`config.mk`:
```
export PLATFORM = sky130hd
export DESIGN_NAME = shiftdiv_param
export DESIGN_NICKNAME = d
export VERILOG_FILES = /design/src/rtl/shiftdiv_param.sv
export SDC_FILE = /design/constraint.sdc
export NUM_CORES = 1
export LEC_CHECK = 0
export ABC_AREA = 0
export BUFFER_PORTS_ARGS = -buffer_cell sky130_fd_sc_hd__buf_4
export CAP_MARGIN = 5
export CORE_ASPECT_RATIO = 1.5
export CORE_MARGIN = 2
export CORE_UTILIZATION = 40
export DETAILED_ROUTE_END_ITERATION = 6
export HOLD_SLACK_MARGIN = 0.05
export PLACE_DENSITY_LB_ADDON = 0.12
export SYNTH_ARGS = -nofsm -noshare
export SYNTH_HDL_FRONTEND = slang
export SYNTH_SLANG_ARGS = --single-unit
```
`constraint.sdc`:
```
create_clock -name clk -period 11.6 [get_ports clk]
set_clock_uncertainty 0.2 [all_clocks]
set_input_delay 2.32 -clock clk [delete_from_list [all_inputs] [get_ports clk]]
set_output_delay 2.32 -clock clk [all_outputs]
set_load 0.05 [all_outputs]
```
`src/rtl/shiftdiv_param.sv`:
```
// ---------------------------------------------------------------------------
// shiftdiv_param
//   Sequential restoring divider with one quotient bit per cycle.
//   It supports signed and unsigned operation, selected per operation.
//   The operands are captured when the divider accepts a start.
//   A divide by zero is detected in IDLE and finishes in two cycles.
//
// Ports
//   clk          rising-edge clock
//   rst          synchronous, active-low reset
//   start        request; acted on only while ready=1
//   signed_mode  1 = two's-complement operands, 0 = unsigned (sampled with start)
//   dividend     numerator   (sampled with start)
//   divisor      denominator (sampled with start)
//   ready        idle and able to accept start
//   done         one-cycle pulse; results valid from this cycle on
//   quotient     result, held until the next FIX/ZERO update
//   remainder    result, held until the next FIX/ZERO update
//   div_by_zero  set with done when divisor==0, held with the results
//
// Latency from the accepting edge to done: WIDTH+2 cycles for a normal
// divide, 2 cycles for a divide by zero.
// ---------------------------------------------------------------------------
module shiftdiv_param #(
  parameter int WIDTH = 32
) (
  input  logic             clk,
  input  logic             rst,
  input  logic             start,
  input  logic             signed_mode,
  input  logic [WIDTH-1:0] dividend,
  input  logic [WIDTH-1:0] divisor,
  output logic             ready,
  output logic             done,
  output logic [WIDTH-1:0] quotient,
  output logic [WIDTH-1:0] remainder,
  output logic             div_by_zero
);

  localparam int              CW   = $clog2(WIDTH) + 1;
  localparam logic [CW-1:0]   LAST = CW'(WIDTH - 1);

  typedef enum logic [1:0] {
    IDLE = 2'd0,
    CALC = 2'd1,
    FIX  = 2'd2,
    ZERO = 2'd3
  } state_t;

  state_t           state;
  logic [CW-1:0]    count;
  logic [WIDTH-1:0] dvd_sh;    // dividend magnitude; holds the raw dividend on the ZERO path
  logic [WIDTH-1:0] dvs_mag;   // divisor magnitude
  logic [WIDTH-1:0] part_rem;  // partial remainder
  logic [WIDTH-1:0] quo_sh;    // quotient bits, shifted in from the LSB
  logic             neg_q;
  logic             neg_r;

  // The trial value is one bit wider than the operands.
  // The partial remainder can reach divisor-1.
  // With a large unsigned divisor, the top bit of the partial remainder
  // would be lost if the shifted value were truncated to WIDTH bits.
  logic [WIDTH:0]   trial;
  logic [WIDTH:0]   diff;
  logic             fits;

  assign trial = {part_rem, dvd_sh[WIDTH-1]};
  assign diff  = trial - {1'b0, dvs_mag};
  assign fits  = ~diff[WIDTH];   // no borrow, so trial >= divisor magnitude

  function automatic logic [WIDTH-1:0] magnitude(input logic [WIDTH-1:0] v,
                                                 input logic             is_signed);
    // For the most-negative value, -v equals v (2^(WIDTH-1)).
    // That is still the correct unsigned magnitude.
    return (is_signed && v[WIDTH-1]) ? -v : v;
  endfunction

  // NOTE: every register in this block uses non-blocking assignment.
  // That way all state updates in one edge see the values from before the
  // edge. The unconditional done <= 0 below is overridden later in the same
  // block, which makes done a single-cycle pulse.
  always_ff @(posedge clk) begin
    if (!rst) begin
      state       <= IDLE;
      ready       <= 1'b1;
      done        <= 1'b0;
      quotient    <= '0;
      remainder   <= '0;
      div_by_zero <= 1'b0;
      count       <= '0;
      dvd_sh      <= '0;
      dvs_mag     <= '0;
      part_rem    <= '0;
      quo_sh      <= '0;
      neg_q       <= 1'b0;
      neg_r       <= 1'b0;
    end else begin
      done <= 1'b0;
      unique case (state)
        IDLE: begin
          count <= '0;
          if (start) begin
            ready    <= 1'b0;
            neg_q    <= signed_mode & (dividend[WIDTH-1] ^ divisor[WIDTH-1]);
            neg_r    <= signed_mode & dividend[WIDTH-1];
            part_rem <= '0;
            quo_sh   <= '0;
            dvs_mag  <= magnitude(divisor, signed_mode);
            if (divisor == '0) begin
              dvd_sh <= dividend;
              state  <= ZERO;
            end else begin
              dvd_sh <= magnitude(dividend, signed_mode);
              state  <= CALC;
            end
          end
        end

        CALC: begin
          part_rem <= fits ? diff[WIDTH-1:0] : trial[WIDTH-1:0];
          quo_sh   <= {quo_sh[WIDTH-2:0], fits};
          dvd_sh   <= dvd_sh << 1;
          if (count == LAST) begin
            state <= FIX;
          end else begin
            count <= count + 1'b1;
          end
        end

        FIX: begin
          quotient    <= neg_q ? -quo_sh : quo_sh;
          remainder   <= neg_r ? -part_rem : part_rem;
          div_by_zero <= 1'b0;
          done        <= 1'b1;
          ready       <= 1'b1;
          state       <= IDLE;
        end

        ZERO: begin
          quotient    <= '1;
          remainder   <= dvd_sh;
          div_by_zero <= 1'b1;
          done        <= 1'b1;
          ready       <= 1'b1;
          state       <= IDLE;
        end

        default: begin
          ready <= 1'b1;
          state <= IDLE;
        end
      endcase
    end
  end

endmodule
```
==> results.yml, run 1 <==
clock_network:
  ctsHoldBuffers: 0
  cts_resized: 0
  cts_root_buf: "clkbuf_16"
  clk_latency_ps: 520
  cts_buffer_depth: 3
  path_clk_slew_ps: 60
  post-cts-setup-buffer-count: 0
  cts_max_level: 1
  clock_sinks: 205
  cts_tree: "yes"
  numCtsBuffers: 22
logic_synthesis:
  netlist_area_um2: 12150
  yosysTopAreaCellShare_pct: 33.77
  synth_common_cells: "dfxtp_1 (205), nand2_1 (171), o21ai_0 (146)"
  synthArstFlopShare_pct: 0
  yosys.cell_types.count: 64
  syn-instance-count: 1558
  ys_seq_area_share_pct: 33.77
  synth-main-ff-cell: "dfxtp_1"
  ys_ff_latch: 205
  synth_fp_nets: 1664
  synth_top_area_cell: "dfxtp_1"
  yosys_warnings: 0
  syn_avg_cell_area_um2: 7.800
  synth-edff-count: 0
  ys_top_cells_by_area: "dfxtp_1 (34%), o21ai_0 (6.0%), a21oi_1 (5.9%), xor2_1 (5.3%), nand2_1 (5.3%)"
  synth_most_common_cell: "dfxtp_1"
global_route:
  antenna_found_initial: 0
  grt_pass1_wl_um: 57330
  grt_pass1_vias: 10996
  grt_overflow: 0
  grt_usage_pct: 21.95
  grt_max_degree: 93
worst_setup_path:
  startpoint_type: "input port"
  setup.worst_path.end: "dvd_sh[24]$_SDFFE_PN0P_"
  rrSetupSlack_ps: 7610
  crit_path_max_fanout: 15
  r2r_end: "part_rem[21]$_SDFFE_PN0P_"
  criticalPathCategory: "input port to register"
  startpoint: "divisor[0]"
  cpMaxStageDelayCell: "or4b_1"
  reg2reg_from: "dvd_sh[31]$_SDFFE_PN0P_"
  slowest_delay_ps: 650
  r2r_cells: 12
  worstPathRequired_ps: 11850
  critPathCaptureType: "register"
  cp.arrival_ps: 5630
  crit_chain: "buf_4 > inv_1 > ha_1 > or3b_2 > or4_1 > or4b_1 > nand3_1 > nor2_1 > xnor2_1 > a211o_1 > a21oi_1"
routing:
  ant_nets: 0
  avgRoutedWirePerCell_um: 17.36
  via_per_inst: 5.502
  routed_wl_um: 35500
  drc: 0
  first_iter_violations: 584
  num_vias: 11252
  first_pass_iters: 5
sta:
  finalSetupTns_ps: 0
  drv_slew: 0
  setup_viol: 0
  worstMarginPinSlew_ps: 1045
  hold_viol: 0
  setup_slack_ps: 6221
  period_needed_ps: 5379
  min_period_over_period_pct: 46.37
  rsz0062_at_grt: "false"
  max_freq_ghz: 0.1859
  timing.slew.headroom_pct: 30.22
pwr:
  leakagePower_nw: 5.445
  irDropWorstVdd_mv: 0.1003
  p_per_area_nw_per_um2: 139.9
  netSwitchingFraction_pct: 32.32
  p_seq_share_pct: 39.5
  p_comb_share_pct: 25.6
  p_switching_mw: 0.6376
  clock_power_share_pct: 34.9
  power.internal_mw: 1.335
worst_hold_path:
  hold_path_class: "register to register"
  min_from: "neg_q$_SDFFE_PN0P_"
placement:
  dp_hpwl_um: 25750
  pre_cts_slack_ps: 5725
  globalplace.congestion: 0.8902
  numPortBuffers: 134
  placed_area_um2: 13420
floorplanning:
  fp.dieW_um: 146.3
  fp.dieArea_um2: 31820
  coreArea_um2: 30060
  placementRows: 78
  die_h_um: 217.5
  io_pins: 135
  initial_core_util_pct: 40.43
finish:
  n_fill_cell: 3108
  diodes: 0
  area_growth_pct: 16.08
  final_area_um2: 14110
  layout.nets: 1739
  drive_gt1_share_pct: 12.52
job:
  drv_cap: 0
run_status:
  status: "finished, final reports clean"
critical path: cells and delay by family:
kind                     cells  cell delay [ps]
adder cells (fa/ha/maj)      1              150
AND/OR/NAND/NOR              5             2400
XOR/XNOR                     1              150
AO/OA/AOI/OAI                2              430
buffers and inverters        2              170
layout make-up:
| cell class | instances | area [um2] | share of cell area (%) |
|---|---|---|---|
| repair buffers | 148 | 1111 | 7.877 |
| well taps | 400 | 500.5 | 3.548 |
| multi-input cells | 1198 | 7486 | 53.07 |
| inverters | 58 | 219.0 | 1.552 |
| flip-flops and latches | 205 | 4106 | 29.11 |
| clock buffers | 30 | 621.8 | 4.408 |
| clock inverters | 6 | 61.31 | 0.4346 |
through the flow:
step | hold WS, ps | util (%) | total power [mW] | instances
floorplan | 231.9 | - | 1.158 | 1558
global placement | 241.6 | 44.66 | 1.296 | 2009
detailed placement | 249.9 | 44.66 | 1.302 | 2009
CTS | 259.0 | 46.93 | 1.995 | 2045
global route | 298.4 | 46.93 | 2.083 | 2045
finish | 258.4 | 46.93 | 1.973 | 2045
power by group through the flow:
stage                     combinational, mW  clock (mW)  sequential (mW)
after floorplan                       0.341           0            0.817
after global placement                0.502           0            0.794
final                                 0.506       0.688            0.779
after detailed placement              0.507           0            0.795
after CTS                             0.508       0.708            0.780
after global routing                  0.561       0.737            0.785
state kept, by name, indices dropped and copies added, names as in the netlist, 2 cells and up:
name / count
quo_sh: 32
dvs_mag: 32
count: 6
dvd_sh: 32
quotient: 32
remainder: 32
part_rem: 32
state: 2
routing by layer:
layer  GRT usage, %  part of all wire (%)
met1          24.92                    41
met2          42.31                    53
met3          2.385                   3.2
met4          7.476                   2.8
met5              0                     0
worst min path at each step:
| stage | to | slack, ps | cells after the start |
|---|---|---|---|
| finish | neg_q$_SDFFE_PN0P_ | 260 | 2 |
| global route | neg_q$_SDFFE_PN0P_ | 300 | 2 |
| CTS | neg_q$_SDFFE_PN0P_ | 260 | 2 |
| detailed placement | neg_q$_SDFFE_PN0P_ | 250 | 2 |
| global placement | neg_q$_SDFFE_PN0P_ | 240 | 2 |
| floorplan | dvd_sh[24]$_SDFFE_PN0P_ | 230 | 2 |
placed cells by master (no fill, tap or decap), types with 8 or more instances in the layout:
| cell type | netlist | routed |
|---|---|---|
| nand4_1 | 9 | 9 |
| inv_1 | 57 | 56 |
| o31ai_1 | 29 | 29 |
| clkbuf_16 | 0 | 23 |
| xnor2_1 | 65 | 65 |
| mux2i_1 | 51 | 51 |
| a211o_1 | 11 | 11 |
| nand2b_1 | 17 | 17 |
| or4_1 | 13 | 13 |
| ha_1 | 37 | 37 |
| nand3_1 | 74 | 74 |
| nor3_1 | 18 | 18 |
| and3_1 | 8 | 8 |
| a211oi_1 | 29 | 29 |
| a21o_1 | 12 | 12 |
| nor2_1 | 126 | 124 |
| nor2b_1 | 10 | 9 |
| xor2_1 | 74 | 74 |
| o41ai_1 | 17 | 17 |
| buf_4 | 0 | 148 |
| nor4_1 | 14 | 14 |
| a21oi_1 | 143 | 143 |
| dfxtp_1 | 205 | 203 |
| o21ai_0 | 146 | 146 |
| or3_1 | 17 | 17 |
| nand2_1 | 171 | 170 |
| a311oi_1 | 15 | 15 |
logic make-up (layout without fill, tap and decap cells):
logic type / Yosys count / in the layout / share of synthesized area (%)
and+or+nand+nor: 503 / 503 / 19.38
AOI/OAI and AO/OA: 465 / 465 / 23.65
DFF: 205 / 205 / 33.77
buffers and inverters: 155 / 242 / 4.819
xor gates and xnor gates: 139 / 139 / 10.02
muxes: 53 / 53 / 4.386
adders and majority gates: 38 / 38 / 3.974
Note: power is estimated with default switching activity, not from simulation.
==> run 2: changes to the inputs <==
--- a/config.mk
+++ b/config.mk
@@ -5,7 +5,7 @@
 export SDC_FILE = /design/constraint.sdc
 export NUM_CORES = 1
 export LEC_CHECK = 0
-export ABC_AREA = 0
+export ABC_AREA = 1
 export BUFFER_PORTS_ARGS = -buffer_cell sky130_fd_sc_hd__buf_4
 export CAP_MARGIN = 5
 export CORE_ASPECT_RATIO = 1.5
==> constraint.sdc (replaced) <==
create_clock -name clk -period 4.4 [get_ports clk]
set_clock_uncertainty 0.2 [all_clocks]
set_input_delay 0.88 -clock clk [delete_from_list [all_inputs] [get_ports clk]]
set_output_delay 0.88 -clock clk [all_outputs]
set_load 0.05 [all_outputs]
==> run 2 against run 1 <==
Clock-buffer cell count up 2; cell count rose by 40%; combinational power increased to 15 times the previous value; synthesized cell count grew 47%; global-route usage is 4.4 points higher; power grew to 6.2 times the previous value; routed wire length grew 34%; via count increased by 33%; sequential power increased to 3.2 times the previous value; clock power rose to 2.8 times the previous value; largest power group is now combinational cells.
==> results.yml, run 2 <==
finish:
  n_fill_cell: 3685
  final_area_um2: 16050
  layout.nets: 2483
  regArea_um2: 4104
  layout_common_cells: "nand2_1 (629), inv_1 (303), a21oi_1 (228), dfxtp_1 (205), nor2_1 (189)"
  multi_input_area_um2: 8250
  area_growth_pct: 14.73
  drive_gt1_share_pct: 10.45
  layout_commonest_cell: "nand2_1"
  diodes: 0
sta:
  setup_viol: 0
  period_needed_ps: 2994
  hold_slack_ps: 255.6
  min_period_over_period_pct: 68.04
  worstMarginPinSlew_ps: 1012
  finalSetupTns_ps: 0
  max_freq_ghz: 0.3340
  hold_viol: 0
  timing.slew.headroom_pct: 32.51
  rsz0062_at_grt: "false"
  drv_slew: 0
global_route:
  grt_pass1_wl_um: 76870
  grt_pass1_vias: 14523
  grt_overflow: 0
  antenna_found_initial: 0
  grt_usage_pct: 26.35
  grt_max_degree: 89
logic_synthesis:
  syn-instance-count: 2293
  yosysTopAreaCellShare_pct: 29.34
  synth_common_cells: "nand2_1 (629), inv_1 (303), a21oi_1 (228)"
  synthArstFlopShare_pct: 0
  synth-main-ff-cell: "dfxtp_1"
  synth_fp_nets: 2399
  ys_seq_area_share_pct: 29.34
  ys_top_cells_by_area: "dfxtp_1 (29%), nand2_1 (17%), a21oi_1 (8.2%), inv_1 (8.1%), nand3_1 (6.6%)"
  synth-edff-count: 0
  synth_most_common_cell: "nand2_1"
  synth_top_area_cell: "dfxtp_1"
  ys_ff_latch: 205
  yosys_warnings: 0
  syn_avg_cell_area_um2: 6.099
  netlist_area_um2: 13990
  yosys.cell_types.count: 52
placement:
  globalplace.congestion: 0.9075
  numPortBuffers: 134
  dp_hpwl_um: 36280
  placed_area_um2: 15300
job:
  drv_cap: 0
floorplanning:
  die_h_um: 233.0
  fp.dieW_um: 156.7
  fp.dieArea_um2: 36510
  placementRows: 83
  coreArea_um2: 34370
  initial_core_util_pct: 40.69
  io_pins: 135
worst_setup_path:
  worstPathRequired_ps: 4660
  cp.arrival_ps: 3250
  criticalPathCategory: "register to register"
  crit_chain: "buf_4 > nor2_4 > inv_2 > nand2_1 > buf_4 > inv_2 > buf_4 > nand2_1 > a21oi_1"
  critPathCaptureType: "register"
  r2r_end: "part_rem[4]$_SDFFE_PN0P_"
  cpMaxStageDelayCell: "buf_4"
  startpoint_type: "register"
  slowest_delay_ps: 500
  rrSetupSlack_ps: 1410
  reg2reg_from: "state[1]$_SDFFE_PN0P_"
  crit_path_max_fanout: 40
  r2r_cells: 9
  crit_top_cell: "buf_4"
routing:
  first_iter_violations: 985
  ant_nets: 0
  avgRoutedWirePerCell_um: 16.63
  num_vias: 14914
  via_per_inst: 5.215
  drc: 0
  routed_wl_um: 47560
  first_pass_iters: 6
clock_network:
  cts_tree: "yes"
  cts_root_buf: "clkbuf_16"
  clk_latency_ps: 540
  cts_buffer_depth: 3
  clock_sinks: 205
  cts_resized: 0
  post-cts-setup-buffer-count: 0
  ctsHoldBuffers: 0
  numCtsBuffers: 23
  path_clk_slew_ps: 60
  cts_max_level: 1
run_status:
  status: "finished, final reports clean"
pwr:
  irDropWorstVdd_mv: 0.4562
  total_power_mw: 12.33
  leakagePower_nw: 7.781
  p_per_area_nw_per_um2: 768.1
worst_hold_path:
  holdPathStages: 2
  min_from: "remainder[20]$_SDFFE_PN0P_"
  hold_path_end: "remainder[20]$_SDFFE_PN0P_"
  hold_path_class: "register to register"
## run 2: cell type report
type	instances	area share, %
flip-flops and latches	205	25.58
repair buffers	150	7.018
multi-input cells	1669	51.42
inverters	328	7.688
well taps	467	3.641
clock inverters	9	0.6784
clock buffers	32	3.984
## run 2: logic make-up (layout without fill, tap and decap cells)
family | Yosys count | count (layout) | synth area share [%]
AOI/OAI and AO/OA | 469 | 469 | 18.44
adders and majority gates | 38 | 38 | 3.453
buffers and inverters | 419 | 519 | 11.74
and+or+nand+nor | 1105 | 1105 | 33.46
DFF | 205 | 205 | 29.34
xor gates and xnor gates | 57 | 57 | 3.570
## run 2: per-stage QoR
step | utilization (%) | std cells | setup slack, ps
detailed placement | 44.51 | 2819 | 1162
floorplan | - | 2293 | 1863
global route | 46.68 | 2860 | 1088
global placement | 44.51 | 2819 | 1153
finish | 46.68 | 2860 | 1406
CTS | 46.68 | 2860 | 1403
## run 2: power by group
part | switching, mW | internal (mW) | total [mW]
Combinational | 5.37 | 2.46 | 7.84
Clock | 0.827 | 1.14 | 1.96
Sequential | 0.396 | 2.13 | 2.52
## run 2: how the worst max path moves through the flow
| stage | from | end | slack (ps) | cells past startpoint |
|---|---|---|---|---|
| finish | state[1]$_SDFFE_PN0P_ | part_rem[4]$_SDFFE_PN0P_ | 1410 | 9 |
| global placement | dividend[1] | dvd_sh[31]$_SDFFE_PN0P_ | 1150 | 10 |
| global route | state[1]$_SDFFE_PN0P_ | quo_sh[27]$_SDFFE_PN0P_ | 1090 | 9 |
| floorplan | divisor[0] | dvd_sh[1]$_SDFFE_PN0P_ | 1860 | 12 |
| detailed placement | dividend[1] | dvd_sh[31]$_SDFFE_PN0P_ | 1160 | 10 |
| CTS | state[1]$_SDFFE_PN0P_ | part_rem[0]$_SDFFE_PN0P_ | 1400 | 9 |
## run 2: worst max-delay path: cells and delay by family (launching register included)
kind                   cells  cell delay [ps]
flip-flops                 1              310
AO/OA/AOI/OAI              1              150
buffers and inverters      5             1940
AND/OR/NAND/NOR            3              280
## run 2: metal layers
layer  global-route usage (%)  wire [um]  share of wire [%]
met1                    30.52      19120                 40
met2                    49.44      24750                 52
met3                    2.384       1933                4.1
met4                    10.12       1762                3.7
met5                        0          0                  0
==> run 3: changes to the inputs <==
==> constraint.sdc (replaced) <==
create_clock -name clk -period 2.6 [get_ports clk]
set_clock_uncertainty 0.2 [all_clocks]
set_input_delay 0.52 -clock clk [delete_from_list [all_inputs] [get_ports clk]]
set_output_delay 0.52 -clock clk [all_outputs]
set_load 0.05 [all_outputs]
==> run 3 against run 2 <==
The flow now finishes with violations (DRC); sequential power grew 64%; utilization grew 3.0 points; via count grew 1.3%; die area is the same; hold slack lost 180 ps; clock-buffer cell count is the same; global-route usage shrank 0.47 points; fmax grew 20%; flip-flop and latch count is the same; highest routed layer unchanged.
==> results.yml, run 3 (synthesized netlist as in run 2, its figures left out) <==
floorplanning:
  io_pins: 135
  fp.dieArea_um2: 36510
  fp.dieW_um: 156.7
  placementRows: 83
  initial_core_util_pct: 40.69
  die_h_um: 233.0
  coreArea_um2: 34370
worst_setup_path:
  cp.arrival_ps: 2760
  worstPathRequired_ps: 2870
  startpoint_type: "register"
  criticalPathCategory: "register to register"
  critPathCaptureType: "register"
  crit_path_max_fanout: 7
routing:
  via_per_inst: 5.156
  drc: 16
  num_vias: 15101
  first_pass_iters: 7
  first_iter_violations: 996
  avgRoutedWirePerCell_um: 16.59
  ant_nets: 0
  routed_wl_um: 48590
pwr:
  p_per_area_nw_per_um2: 1372
  netSwitchingFraction_pct: 51.32
  p_switching_mw: 12.03
  leakagePower_nw: 8.260
  clock_power_share_pct: 14.5
  power.internal_mw: 11.42
  total_power_mw: 23.45
  irDropWorstVdd_mv: 0.6501
  p_comb_share_pct: 67.9
  p_seq_share_pct: 17.6
sta:
  setup_viol: 0
  period_needed_ps: 2494
  worstMarginPinSlew_ps: 761.1
  min_period_over_period_pct: 95.92
  drv_slew: 0
  hold_viol: 0
  max_freq_ghz: 0.4010
  timing.slew.headroom_pct: 49.26
  finalSetupTns_ps: 0
placement:
  globalplace.congestion: 0.9714
  numPortBuffers: 134
  dp_hpwl_um: 37240
global_route:
  grt_util_met2_pct: 47.59
  busiest_layer: "met2"
  grt_usage_pct: 25.88
  grt_overflow: 0
  gr-usage-met1_pct: 29.04
  antenna_found_initial: 0
  grt_pass1_vias: 14191
  grt_max_degree: 82
  use_met3_pct: 2.682
  grt_pass1_wl_um: 74530
finish:
  layout_common_cells: "nand2_1 (623), inv_1 (299), a21oi_1 (222), buf_4 (203), dfxtp_1 (200)"
  drive_gt1_share_pct: 15.11
  layout.nets: 2552
  layout_commonest_cell: "nand2_1"
  diodes: 0
  area_growth_pct: 22.18
clock_network:
  cts_tree: "yes"
  ctsHoldBuffers: 0
  cts_buffer_depth: 3
  numCtsBuffers: 23
  cts_max_level: 1
  clk_latency_ps: 530
  clock_sinks: 205
  cts_root_buf: "clkbuf_16"
  path_clk_slew_ps: 70
run_status:
  status: "finished, violations left"
  violations: "DRC"
job:
  drv_cap: 0
worst_hold_path:
  hold_path_class: "input port to register"
[run 3: cell count changes in the layout (fill, tap and decap cells not counted), sizes merged]
cell,change
clkbuf,+4
buf,+63
nand2,+2
[run 3: per-stage QoR]
step	setup slack, ps	area (um2)	hold slack [ps]	instances	util (%)
finish	106.2	17090	73.63	2929	49.71
global route	-13.66	17090	88.68	2929	49.71
CTS	49.02	16550	67.88	2914	48.14
detailed placement	-12.04	15770	245.0	2873	45.87
global placement	-52.62	15770	240.3	2873	45.87
floorplan	209.8	13990	242.6	2293	-
[run 3: power groups by stage]
stage | Clock [mW] | Sequential, mW | Combinational, mW
6_report | 3.40 | 4.14 | 15.9
3_5_place_dp | 0 | 4.15 | 14.2
4_1_cts | 3.46 | 4.08 | 14.3
3_3_place_gp | 0 | 4.14 | 14.1
5_1_grt | 3.59 | 4.17 | 17.6
2_1_floorplan | 0 | 4.22 | 9.84
[run 3: metal layers]
layer	share of wire [%]	up-vias	wire (um)
li1	-	7710	-
met1	39	6912	19140
met2	51	356	24910
met3	3.6	123	1756
met4	5.7	0	2788
met5	0	-	0
[run 3: final cells by class]
type / count / area (um2)
fill: 3611 / 17290
clock buffer: 32 / 679.4
timing repair buffer: 217 / 1815
clock inverter: 9 / 101.3
inverter: 328 / 1234
multi-input combinational: 1671 / 8563
sequential: 205 / 4110
tap: 467 / 584.3
[run 3: critical path, stage by stage (launching register included)]
cell       delay [ps]
dfxtp_1           310
inv_1             200
ha_4              250
a21o_1            170
nor2_1            130
nand2_1           120
a21oi_4           260
nand3_4           110
buf_12            170
clkbuf_16         160
nand3_1           110
nand3_1            90
a21oi_1           130
[run 3: what timing repair did]
action	in CTS	in global routing
resized for setup	0	61
setup endpoints to repair	0	36
buffers inserted	0	8
[run 3: path summary, 6_finish.rpt]
check / from / endpoint / slack (ps) / depth (start not counted)
min reg2reg: remainder[23]$_SDFFE_PN0P_ / remainder[23]$_SDFFE_PN0P_ / 260 / 2
min: divisor[31] / dvs_mag[31]$_SDFFE_PN0P_ / 70 / 3
max: dvs_mag[31]$_SDFFE_PN0P_ / part_rem[11]$_SDFFE_PN0P_ / 110 / 12
max reg2reg: dvs_mag[31]$_SDFFE_PN0P_ / part_rem[11]$_SDFFE_PN0P_ / 110 / 12
